$ cat src/rtl/rr_lock_pkg.sv
// Shared types and helpers for the round-robin lock arbiter.
//   state_t : arbiter FSM states (IDLE -> OWNED -> COOL -> IDLE)
//   MAX_N   : widest requester vector supported (16)
//   onehot  : index -> one-hot vector, masked to the first n bits
package rr_lock_pkg;

    localparam int MAX_N = 16;

    typedef enum logic [1:0] {
        IDLE  = 2'd0,
        OWNED = 2'd1,
        COOL  = 2'd2
    } state_t;

    function automatic logic [MAX_N-1:0] onehot(input int idx, input int n);
        logic [MAX_N-1:0] v;
        v = '0;
        for (int i = 0; i < MAX_N; i++) begin
            if (i == idx && i < n) v[i] = 1'b1;
        end
        return v;
    endfunction

endpackage

$ cat src/rtl/rr_pick.sv
// Combinational round-robin pick: first set request bit at or after ptr,
// wrapping from N-1 back to 0.
// Ports:
//   req   in  N    request vector
//   ptr   in  IDW  search start index
//   valid out 1    at least one request present
//   idx   out IDW  chosen requester index (0 when !valid)
module rr_pick #(
    parameter int  N   = 4,
    localparam int IDW = $clog2(N)
) (
    input  logic [N-1:0]   req,
    input  logic [IDW-1:0] ptr,
    output logic           valid,
    output logic [IDW-1:0] idx
);

    logic [N-1:0]   rot;
    logic [IDW-1:0] off;
    logic [IDW-1:0] src;

    always_comb begin
        // NOTE: every variable driven here gets a default first so no path
        // leaves it unassigned -- that is what keeps a latch from being inferred.
        rot   = '0;
        off   = '0;
        src   = '0;
        valid = 1'b0;

        // Rotate so that bit 0 of rot is requester ptr.
        for (int i = 0; i < N; i++) begin
            src    = IDW'((int'(ptr) + i) % N);
            rot[i] = req[src];
        end

        // Lowest set bit of the rotated vector wins; scan high-to-low so the
        // last assignment is the lowest index.
        for (int i = N - 1; i >= 0; i--) begin
            if (rot[i]) begin
                valid = 1'b1;
                off   = IDW'(i);
            end
        end
    end

    // Undo the rotation to get the absolute requester index.
    assign idx = valid ? IDW'((int'(ptr) + int'(off)) % N) : '0;

endmodule

$ cat src/rtl/rr_lock_arbiter.sv
// Round-robin arbiter guarding one shared resource with a busy lock.
// A grant is held until the owner pulses rel, or until the hold counter
// reaches HOLD_MAX, which revokes the owner and flags timeout_err. Every
// exit from ownership passes through a single COOL cycle with no grant.
// Ports:
//   clk         in  1    rising-edge clock
//   rst         in  1    asynchronous active-high reset
//   req         in  N    level-sensitive requests
//   rel         in  N    release pulses
//   gnt         out N    one-hot registered grant
//   busy        out 1    resource owned (state == OWNED)
//   owner       out IDW  index of current owner, 0 when not busy
//   timeout_err out 1    one-cycle pulse when an owner is revoked
//   rel_err     out 1    one-cycle pulse on a rel bit from a non-owner
module rr_lock_arbiter
    import rr_lock_pkg::*;
#(
    parameter int  N        = 4,
    parameter int  HOLD_MAX = 15,
    localparam int IDW      = $clog2(N)
) (
    input  logic           clk,
    input  logic           rst,
    input  logic [N-1:0]   req,
    input  logic [N-1:0]   rel,
    output logic [N-1:0]   gnt,
    output logic           busy,
    output logic [IDW-1:0] owner,
    output logic           timeout_err,
    output logic           rel_err
);

    localparam int             HCW       = $clog2(HOLD_MAX + 1);
    localparam logic [HCW-1:0] HOLD_LAST = HCW'(HOLD_MAX);
    localparam logic [IDW-1:0] LAST_IDX  = IDW'(N - 1);

    state_t         state;
    state_t         state_next;
    logic [IDW-1:0] ptr;
    logic [IDW-1:0] ptr_next;
    logic [HCW-1:0] hold_cnt;
    logic [HCW-1:0] hold_next;
    logic [N-1:0]   gnt_next;
    logic [IDW-1:0] owner_next;
    logic           timeout_next;
    logic           rel_err_next;

    logic           pick_valid;
    logic [IDW-1:0] pick_idx;
    logic           owner_rel;
    logic           hold_expired;
    logic           exit_owned;

    rr_pick #(.N(N)) u_pick (
        .req   (req),
        .ptr   (ptr),
        .valid (pick_valid),
        .idx   (pick_idx)
    );

    assign owner_rel    = (state == OWNED) && rel[owner];
    assign hold_expired = (state == OWNED) && (hold_cnt == HOLD_LAST);
    assign exit_owned   = owner_rel || hold_expired;
    assign busy         = (state == OWNED);

    // State register.
    always_ff @(posedge clk or posedge rst) begin
        // NOTE: state elements use non-blocking assignments so every register
        // samples pre-edge values, independent of statement order.
        if (rst) state <= IDLE;
        else     state <= state_next;
    end

    // Next-state logic.
    always_comb begin
        state_next = state;
        unique case (state)
            IDLE:    if (pick_valid) state_next = OWNED;
            OWNED:   if (exit_owned) state_next = COOL;
            COOL:    state_next = IDLE;
            default: state_next = IDLE;
        endcase
    end

    // Next values of the registered outputs, pointer and hold counter.
    always_comb begin
        gnt_next     = gnt;
        owner_next   = owner;
        ptr_next     = ptr;
        hold_next    = hold_cnt;
        timeout_next = 1'b0;
        // gnt is zero outside OWNED, so in IDLE/COOL every rel bit is stray.
        rel_err_next = |(rel & ~gnt);

        unique case (state)
            IDLE: begin
                if (pick_valid) begin
                    gnt_next   = N'(onehot(int'(pick_idx), N));
                    owner_next = pick_idx;
                    hold_next  = '0;
                end
            end
            OWNED: begin
                if (exit_owned) begin
                    gnt_next     = '0;
                    owner_next   = '0;
                    hold_next    = '0;
                    ptr_next     = (owner == LAST_IDX) ? '0 : owner + IDW'(1);
                    // A release in the expiry cycle wins: no error.
                    timeout_next = !owner_rel;
                end else if (hold_cnt != HOLD_LAST) begin
                    hold_next = hold_cnt + HCW'(1);
                end
            end
            default: ;
        endcase
    end

    // Output and datapath registers.
    always_ff @(posedge clk or posedge rst) begin
        if (rst) begin
            gnt         <= '0;
            owner       <= '0;
            ptr         <= '0;
            hold_cnt    <= '0;
            timeout_err <= 1'b0;
            rel_err     <= 1'b0;
        end else begin
            gnt         <= gnt_next;
            owner       <= owner_next;
            ptr         <= ptr_next;
            hold_cnt    <= hold_next;
            timeout_err <= timeout_next;
            rel_err     <= rel_err_next;
        end
    end

endmodule

$ cat config.mk
export PLATFORM = sky130hd
export DESIGN_NAME = rr_lock_arbiter
export DESIGN_NICKNAME = d
export VERILOG_FILES = /design/src/rtl/rr_lock_pkg.sv /design/src/rtl/rr_pick.sv /design/src/rtl/rr_lock_arbiter.sv
export SDC_FILE = /design/constraint.sdc
export NUM_CORES = 1
export LEC_CHECK = 0
export BUFFER_PORTS_ARGS = -buffer_cell sky130_fd_sc_hd__clkbuf_2
export CAP_MARGIN = 15
export CORE_MARGIN = 3
export CORE_UTILIZATION = 29
export CTS_BUF_LIST = sky130_fd_sc_hd__clkbuf_8 sky130_fd_sc_hd__clkbuf_16
export DETAILED_ROUTE_END_ITERATION = 16
export GPL_ROUTABILITY_DRIVEN = 0
export PLACE_DENSITY_LB_ADDON = 0.15
export REMOVE_ABC_BUFFERS = 1
export SLEW_MARGIN = 20
export SYNTH_ARGS = -nofsm -noshare
export SYNTH_HDL_FRONTEND = slang
export SYNTH_SLANG_ARGS = --single-unit
$ cat constraint.sdc
create_clock -name clk -period 2.6 [get_ports clk]
set_input_delay 0.78 -clock clk [delete_from_list [all_inputs] [get_ports clk]]
set_output_delay 0.78 -clock clk [all_outputs]
set_load 0.01 [all_outputs]
==> run summary <==
Relative max-transition margin -> 58.8%
Worst R2R Setup Slack -> 0.57 ns
Final Hold Viols -> 0
Max Clk Rate -> 443 MHz
Crit-path max FO -> 9
Ys Warns -> 0
Launching point of the worst reg2reg path -> ptr[1]
Worst Setup End Kind -> register
Setup violations, final -> 0
CP cell instances -> clkbuf_2 -> nand2_1 -> a21oi_1 -> nor2_1 -> a211oi_1 -> a21oi_1 -> ha_1 -> xnor2_1 -> xnor2_1 -> o21ai_0
Slowest Stage Delay on Critical Path -> 0.37 ns
Chip height -> 62.8 um
Worst-path clk slew -> 0.06 ns
Sequential-to-total area share from yosys stat -> 42.8%
Post-DR vias/cell -> 4.83
Post-synthesis xor/xnor area fraction -> 1.87%
Critical path startpoint -> req[2]
Overall die width -> 62.8 um
Worst Skew -> 0.00275 ns
Post-CTS sizing -> 0
Die ar. -> 3940 um^2
Nets -> 129
Clk sinks -> 16
Core Rows -> 19
DP HPWL -> 1.51 mm
Crit path max-delay cell type -> xnor2_1
Final period utilization -> 86.8%
CTS buffer count -> 3
Hold_sp -> hold_cnt[3]
Post-DRT Antenna Nets -> 0
WHS Endpoint -> hold_cnt[3]
Core area -> 2900 um^2
Final-report max-slew violation count -> 0
Synth area leader -> dfrtp_1
CP required -> 2.72 ns
Hold Crit Depth -> 1
CTS root buffer -> clkbuf_8
IO buf count -> 18
Compound-Gate Fraction of Synth Area -> 21.3%
Flops & latches, synth -> 16
Largest net degree at the start of global routing -> 17
Iteration-0 DRC Markers -> 55
Clk buf depth -> 2
Cells after Synth -> 96
PwrDens -> 1090 nW/um^2
Worst Path Buf+Inv -> 1
Global-route wire length before repair -> 3.57 mm
WL per Instance -> 13.0 um
RSZ-0062 raised after global routing -> false
Internal -> 687 uW
FF-to-FF End -> gnt[3]
FILL cells -> 312
Num ports -> 19
Clk pwr share -> 16.0%
Area contributors post-synth -> dfrtp_1, nand2_1, ha_1, inv_1, nor2_1
Mapped Avg Cell Area -> 9.74 um^2
CP arrival -> 2.37 ns
Yosys top cell area share -> 42.8%
Residual DRC -> 0
Setup Fix Bufs, Post-CTS -> 0
Initial Util -> 32.2%
Worst-case reg-to-reg path depth -> 9
Layout area overhead -> 16.7%
Largest family of logic cells by synthesized area -> compound AO/OA/AOI/OAI gates
MaxCap Viol Count -> 0
TritonCTS clock tree -> done
# hold bufs at CTS -> 0
Synth Area in Simple Gates -> 19.4%
Worst-Margin Slew -> 0.617 ns
Peak supply drop -> 0.398 mV
Min-delay worst type -> reg2reg
Setup TNS -> 0 ns
Share of layout cells above drive strength 1 -> 26.3%
NetSw -> 498 uW
Synthesized area -> 935 um^2
Switching Share -> 42.0%
GR Util All Layers -> 11.5%
Drt first pass iters -> 4
Share of power burned in registers -> 36.0%
Minimum clock period -> 2.26 ns
H-tree Lvls -> 1
Setup crit start kind -> input port
DR vias -> 754
Clk_lat worst skew -> 0.25 ns
Post-synthesis mux area share -> 3.61%
Critical path class -> in2reg
Total routed wirelength -> 2.02 mm
Number of library cell types mapped by synthesis -> 36
Vias in the first global route -> 775
Critical path's top delay family -> compound AO/OA/AOI/OAI gates
Status -> finished, final reports clean
Congestion Overflow GR -> 0
Combinational power share -> 47.9%
Most common cell after layout, fill and taps aside -> clkbuf_2
Antenna diodes -> 0
Leak Pwr -> 0.539 nW
Most frequent cells in the layout -> clkbuf_2, dfrtp_1, nand2_1, inv_1, nor2_1
Initial antenna violation count -> 0
Post-synthesis adder-cell area fraction -> 4.02%
Final worst slack -> 0.343 ns
Dpl ws -> 0.103 ns
==> cell usage after synthesis (all sizes together) <==
master,instances
buf,2
nor2,10
or3b,1
a22oi,2
and2b,1
nor4,1
inv,10
nor3,1
dfrtp,16
mux2,1
mux4,1
or3,1
nand3b,1
nor2b,2
a32o,1
a21o,1
nand3,2
xnor2,2
o32ai,2
clkbuf,1
nand4,1
o31ai,3
ha,3
a32oi,1
nand2b,2
a22o,1
o221ai,1
nand2,12
a21boi,1
a31o,1
a211oi,1
a21oi,2
o21ai,8
==> per-stage QoR <==
stage,hold WS (ns),area (um^2),utilization (%),cells,power [mW]
after floorplan,0.475,907,-,93,0.836
after global placement,0.498,1050,36.2,153,0.983
after detailed placement,0.510,1050,36.2,153,0.999
after CTS,0.521,1090,37.6,156,1.20
after global routing,0.550,1090,37.6,156,1.29
final,0.524,1090,37.6,156,1.18
==> sequential cells by signal, indices dropped and copies added (netlist names) <==
signal and count:
owner 2, timeout_err 1, rel_err 1, state 2, ptr 2, gnt 4, hold_cnt 4
==> metal layers <==
layer	vias to the layer above	GRT usage [%]	wire length, um
met3	4	2.16	85
met1	363	13.9	948
met2	15	18.9	964
li1	372	-	-
met4	0	6.61	23
met5	-	0	0
==> kinds of logic after synthesis <==
kind of cell | after synthesis
xor+xnor | 2
mux | 2
flops | 16
compound gates | 25
simple gates | 35
fa+ha+maj | 3
buf+inv | 13
==> worst max-delay path by stage <==
stage | slack, ns | end | depth (start not counted)
6_report | 0.34 | gnt[3] | 10
5_1_grt | 0.02 | gnt[3] | 10
4_1_cts | 0.35 | gnt[3] | 10
3_5_place_dp | 0.10 | gnt[1] | 10
3_3_place_gp | 0.15 | gnt[3] | 10
2_1_floorplan | 0.42 | gnt[1] | 9
==> power groups by stage <==
stage	Clock, mW	Combinational, mW	Sequential [mW]
after CTS	0.201	0.577	0.427
after detailed placement	0	0.568	0.431
after floorplan	0	0.416	0.421
after global placement	0	0.556	0.427
final	0.190	0.568	0.427
after global routing	0.206	0.645	0.443
==> area by class of cell <==
class | count | area (um^2) | area share, %
repair buffers | 18 | 90.1 | 8.26
inverters | 10 | 37.5 | 3.44
well taps | 42 | 52.6 | 4.82
flip-flops and latches | 16 | 400 | 36.7
clock buffers | 3 | 41.3 | 3.78
multi-input cells | 67 | 469 | 43.0
Note: power is estimated with default switching activity, not from simulation.
